===== src/rtl/dual_rail_receiver.sv =====
`timescale 1ns/1ps
`default_nettype none
// ============================================================================
// Module      : dual_rail_receiver
// Description : Four-phase dual-rail RZ link receiver; assembles WIDTH-bit
//               MSB-first words, flags protocol violations and stalled frames.
// Revision    : 1.0 - initial release
// ============================================================================
module dual_rail_receiver #(
    parameter int WIDTH   = 8,
    parameter int TIMEOUT = 1024
) (
    input  logic             clk,
    input  logic             reset,
    input  logic             Bit0_In,
    input  logic             Bit1_In,
    output logic             ack,
    output logic [WIDTH-1:0] data_out,
    output logic             comp,
    output logic             busy,
    output logic             err
);

    localparam int c_CNT_W = $clog2(WIDTH + 1);
    localparam int c_TMR_W = (TIMEOUT > 1) ? $clog2(TIMEOUT + 1) : 1;
    localparam logic [c_CNT_W-1:0] c_LAST_BIT = c_CNT_W'(WIDTH - 1);
    localparam logic [c_TMR_W-1:0] c_TIMEOUT  = c_TMR_W'(TIMEOUT);
    localparam bit                 c_TMO_EN   = (TIMEOUT > 0);

    typedef enum logic [1:0] {
        WAIT_DATA = 2'd0,
        WAIT_NULL = 2'd1,
        ERROR     = 2'd2
    } state_t;

    state_t             r_state;
    logic               r_b0_meta, r_b0_sync;
    logic               r_b1_meta, r_b1_sync;
    logic [WIDTH-1:0]   r_shreg;
    logic [WIDTH-1:0]   r_data;
    logic [c_CNT_W-1:0] r_bit_cnt;
    logic [c_TMR_W-1:0] r_timer;
    logic               r_ack;
    logic               r_comp;
    logic               r_err;

    logic w_both;
    logic w_one;
    logic w_null;

    assign w_both = r_b0_sync & r_b1_sync;
    assign w_one  = r_b0_sync ^ r_b1_sync;
    assign w_null = ~(r_b0_sync | r_b1_sync);

    // Rails come from another clock domain: two flops each before any use.
    always_ff @(posedge clk or negedge reset) begin
        if (!reset) begin
            r_b0_meta <= 1'b0;
            r_b0_sync <= 1'b0;
            r_b1_meta <= 1'b0;
            r_b1_sync <= 1'b0;
        end else begin
            r_b0_meta <= Bit0_In;
            r_b0_sync <= r_b0_meta;
            r_b1_meta <= Bit1_In;
            r_b1_sync <= r_b1_meta;
        end
    end

    always_ff @(posedge clk or negedge reset) begin
        if (!reset) begin
            r_state   <= WAIT_DATA;
            r_shreg   <= '0;
            r_data    <= '0;
            r_bit_cnt <= '0;
            r_timer   <= '0;
            r_ack     <= 1'b0;
            r_comp    <= 1'b0;
            r_err     <= 1'b0;
        end else begin
            r_comp <= 1'b0;
            r_err  <= 1'b0;
            case (r_state)
                WAIT_DATA: begin
                    // A protocol violation outranks a timeout seen in the same cycle.
                    if (w_both) begin
                        r_state   <= ERROR;
                        r_err     <= 1'b1;
                        r_bit_cnt <= '0;
                        r_shreg   <= '0;
                        r_timer   <= '0;
                    end else if (w_one) begin
                        r_shreg <= {r_shreg[WIDTH-2:0], r_b1_sync};
                        r_ack   <= 1'b1;
                        r_timer <= '0;
                        r_state <= WAIT_NULL;
                    end else if (c_TMO_EN && (r_bit_cnt != '0)) begin
                        if (r_timer == c_TIMEOUT) begin
                            r_err     <= 1'b1;
                            r_bit_cnt <= '0;
                            r_shreg   <= '0;
                            r_timer   <= '0;
                        end else begin
                            r_timer <= r_timer + 1'b1;
                        end
                    end
                end
                WAIT_NULL: begin
                    if (w_both) begin
                        r_state   <= ERROR;
                        r_err     <= 1'b1;
                        r_ack     <= 1'b0;
                        r_bit_cnt <= '0;
                        r_shreg   <= '0;
                        r_timer   <= '0;
                    end else if (w_null) begin
                        r_ack   <= 1'b0;
                        r_state <= WAIT_DATA;
                        if (r_bit_cnt == c_LAST_BIT) begin
                            r_data    <= r_shreg;
                            r_comp    <= 1'b1;
                            r_bit_cnt <= '0;
                        end else begin
                            r_bit_cnt <= r_bit_cnt + 1'b1;
                        end
                    end
                end
                ERROR: begin
                    r_ack <= 1'b0;
                    if (w_null) begin
                        r_state <= WAIT_DATA;
                    end
                end
                default: begin
                    r_state <= WAIT_DATA;
                end
            endcase
        end
    end

    assign ack      = r_ack;
    assign data_out = r_data;
    assign comp     = r_comp;
    assign err      = r_err;
    assign busy     = (r_bit_cnt != '0);

endmodule
`default_nettype wire


===== config.mk =====
export PLATFORM = sky130hd
export DESIGN_NAME = dual_rail_receiver
export DESIGN_NICKNAME = d
export VERILOG_FILES = /design/src/rtl/dual_rail_receiver.sv
export SDC_FILE = /design/constraint.sdc
export NUM_CORES = 1
export LEC_CHECK = 0
export BUFFER_PORTS_ARGS = -buffer_cell sky130_fd_sc_hd__buf_2
export CAP_MARGIN = 5
export CORE_ASPECT_RATIO = 1.1
export CORE_MARGIN = 10
export CORE_UTILIZATION = 25
export DETAILED_ROUTE_END_ITERATION = 6
export PLACE_DENSITY = 0.46
export SLEW_MARGIN = 10
export SYNTH_ARGS = -nofsm -noshare
export SYNTH_HDL_FRONTEND = slang
export SYNTH_SLANG_ARGS = --single-unit

===== constraint.sdc =====
create_clock -name clk -period 2.5 [get_ports clk]
set_input_delay 0.25 -clock clk [delete_from_list [all_inputs] [get_ports clk]]
set_output_delay 0.25 -clock clk [all_outputs]
set_load 0.01 [all_outputs]

==> reports/qor.csv <==
metric;value;unit
kind of cell adding the most delay to the critical path;compound AO/OA/AOI/OAI gates;
setup violators final;0;
worst-path fanout max;17;
first-pass GRT wire length;7714;um
CTS-repair resized insts;0;
unrepaired setup endpoints after global routing;false;
Buffers on Ports;15;
Reg clk slew, reported paths;0.08;ns
Critical Path End Type;register;
hold bufs inserted after CTS;0;
Comb pwr share;0.403;
GP Congestion;0.7668;
power share of the sequential group;0.385;
Post-synth top cells;dfrtp_1 (40), inv_1 (20), nand2_1 (19);
Max Fclk;447.8;MHz
worst reg2reg path depth;6;
Hold Path Class;primary input to register;
CTS Buf Count;5;
most instantiated library cell after synthesis;dfrtp_1;
flops & latches, synth;40;
CP arrival;2.41;ns
Critical Path Start Type;register;
grt ovf;0;
I/O pin count;16;
Peak VDD IR;0.3826;mV
clock share of power;0.211;
status;completed;
switching share of power;0.3976;
post-route DRC violation count;0;
DR vias;1567;
Rows;35;
yosys warns;0;
vias in the first global route;1548;
Iteration-0 DRC Markers;51;
post-CTS setup buffers;0;
Tmin final;2.233;ns
Die Area;12670;um^2
layout cell share with drive strength beyond 1;0.2000;
Final TNS setup;0;ns
largest net degree at the start of global routing;41;
ant diodes;0;
area delta synth->final;13.21;%
Core Footprint;8364;um^2
top-area cell type share of the netlist area;0.4676;
register area share after synthesis;0.4676;
Final Util;0.2898;
NumNets Final;239;
leading area contributor after synthesis;dfrtp_1;
routed length per instance;13.34;um
DR pass1 iterations;4;
CTS root buf;clkbuf_8;
Cells after DPL;328;
die height;117.1;um
Syn Area/Cell;10.55;um^2
P_sw;0.8204;mW
post-synthesis cell count;203;
Max Slew Vio Count;0;
Via density;4.664;
CTS tree;done;
number of max-cap violations;0;
chip width;108.2;um
Least-Margin Pin Slew;0.9277;ns
GRT Resource Usage Total;0.07537;
Antenna Nets Post-Route;0;
Fin Clk Skew;0.009921;ns
EDFF count, synth;0;
Int Power;1.243;mW
initial antenna violation count;0;
dpl hpwl;3168;um
Leak;1.106;nW
H-tree Lvls;2;
Mapped Nets;218;
power density cells;851.3;nW/um^2
Rel. slew slack;0.3816;
WP data required;2.68;ns
commonest register cell after synthesis;dfrtp_1;
Crit path depth;6;
slowest library cell on the worst path;or3_1;
Setup CP Type;register to register;
total wire length;4482;um
crit path cell chain;inv_1, ha_1, or3_1, a31oi_4, inv_1, o41ai_1;
clk buf depth;2;
Netlist cell types;46;
final hold violations;0;
most used cell, CP;inv_1;
delay of the slowest critical-path stage;0.48;ns
Initial Util;0.2559;
synth top area cells;dfrtp_1 (47%), ha_1 (6.4%), mux2i_1 (4.2%);
Finished Layout Cells;336;
final period utilization;0.8933;
Post-Syn Area;2141;um^2
WHS Path Cells;1;
Clock Latency Late Sink;0.29;ns
Worst Path Buf+Inv;2;
asr flop ratio synth;1.000;
CTS Sinks;40;
[through the flow]
stage	worst slack, ns	hold slack, ns	area (um^2)	total power, mW
floorplan	0.5239	-0.04559	2141	1.485
global placement	0.4067	0.3591	2336	1.647
detailed placement	0.3089	0.3451	2336	1.647
CTS	0.2447	0.05721	2424	2.094
global route	0.03932	0.04924	2424	2.247
finish	0.2667	0.06540	2424	2.063
[sequential cells by signal, summed over array words and instances, names as in the netlist, 2 cells and up]
name       count
r_shreg        8
r_timer       11
r_bit_cnt      4
r_state        2
data_out       8
[area by class of cell]
class,instances,area [um^2]
Fill cell,885,5941
Tap cell,111,138.9
Sequential cell,40,1001
Multi-Input combinational cell,135,1001
Clock buffer,5,68.82
Timing Repair Buffer,20,112.6
Clock inverter,3,18.77
Inverter,22,82.58
[cells by family after synthesis]
| group | synth area share |
|---|---|
| AO/OA/AOI/OAI | 0.1713 |
| adder cells (fa/ha/maj) | 0.06429 |
| buffers and inverters | 0.06487 |
| flip-flops | 0.4676 |
| multiplexers | 0.08416 |
| AND/OR/NAND/NOR | 0.1479 |
[path summary, 6_finish.rpt]
| check | slack, ns | from | end |
|---|---|---|---|
| min in group asynchronous | 0.09 | reset | data_out[3] |
| setup reg to reg | 0.27 | r_b0_sync | r_timer[9] |
| max in group asynchronous | 1.83 | reset | r_timer[5] |
| setup / recovery | 0.27 | r_b0_sync | r_timer[9] |
| hold reg to reg | 0.36 | r_b0_meta | r_b0_sync |
| hold / removal | 0.07 | Bit1_In | r_b1_meta |
[per-layer routing]
| metal | up-vias | wire [um] | global-route usage |
|---|---|---|---|
| met5 | - | 0 | 0 |
| li1 | 775 | - | - |
| met3 | 4 | 187 | 0.02245 |
| met4 | 0 | 39 | 0.02674 |
| met1 | 766 | 2189 | 0.09928 |
| met2 | 22 | 2065 | 0.1139 |
[cells in the final DEF, fill, tap and decap left out, types with 5 or more instances in the layout]
cell / synthesis / layout
inv_1: 20 / 20
mux2i_1: 9 / 9
a31oi_1: 14 / 14
nand3_1: 6 / 6
dfrtp_1: 40 / 40
buf_2: 0 / 15
nand2b_1: 5 / 5
o21ai_0: 6 / 6
nand2_1: 19 / 19
buf_4: 1 / 5
ha_1: 11 / 11
clkbuf_8: 0 / 5
mux2_2: 8 / 8
nor2_1: 8 / 8
[power groups by stage]
stage	registers, mW	clock network, mW	logic, mW
after global routing	0.809	0.490	0.948
after global placement	0.806	0	0.841
after floorplan	0.796	0	0.688
final	0.795	0.436	0.832
after CTS	0.795	0.453	0.846
after detailed placement	0.809	0	0.838
Note: power is estimated with default switching activity, not from simulation.
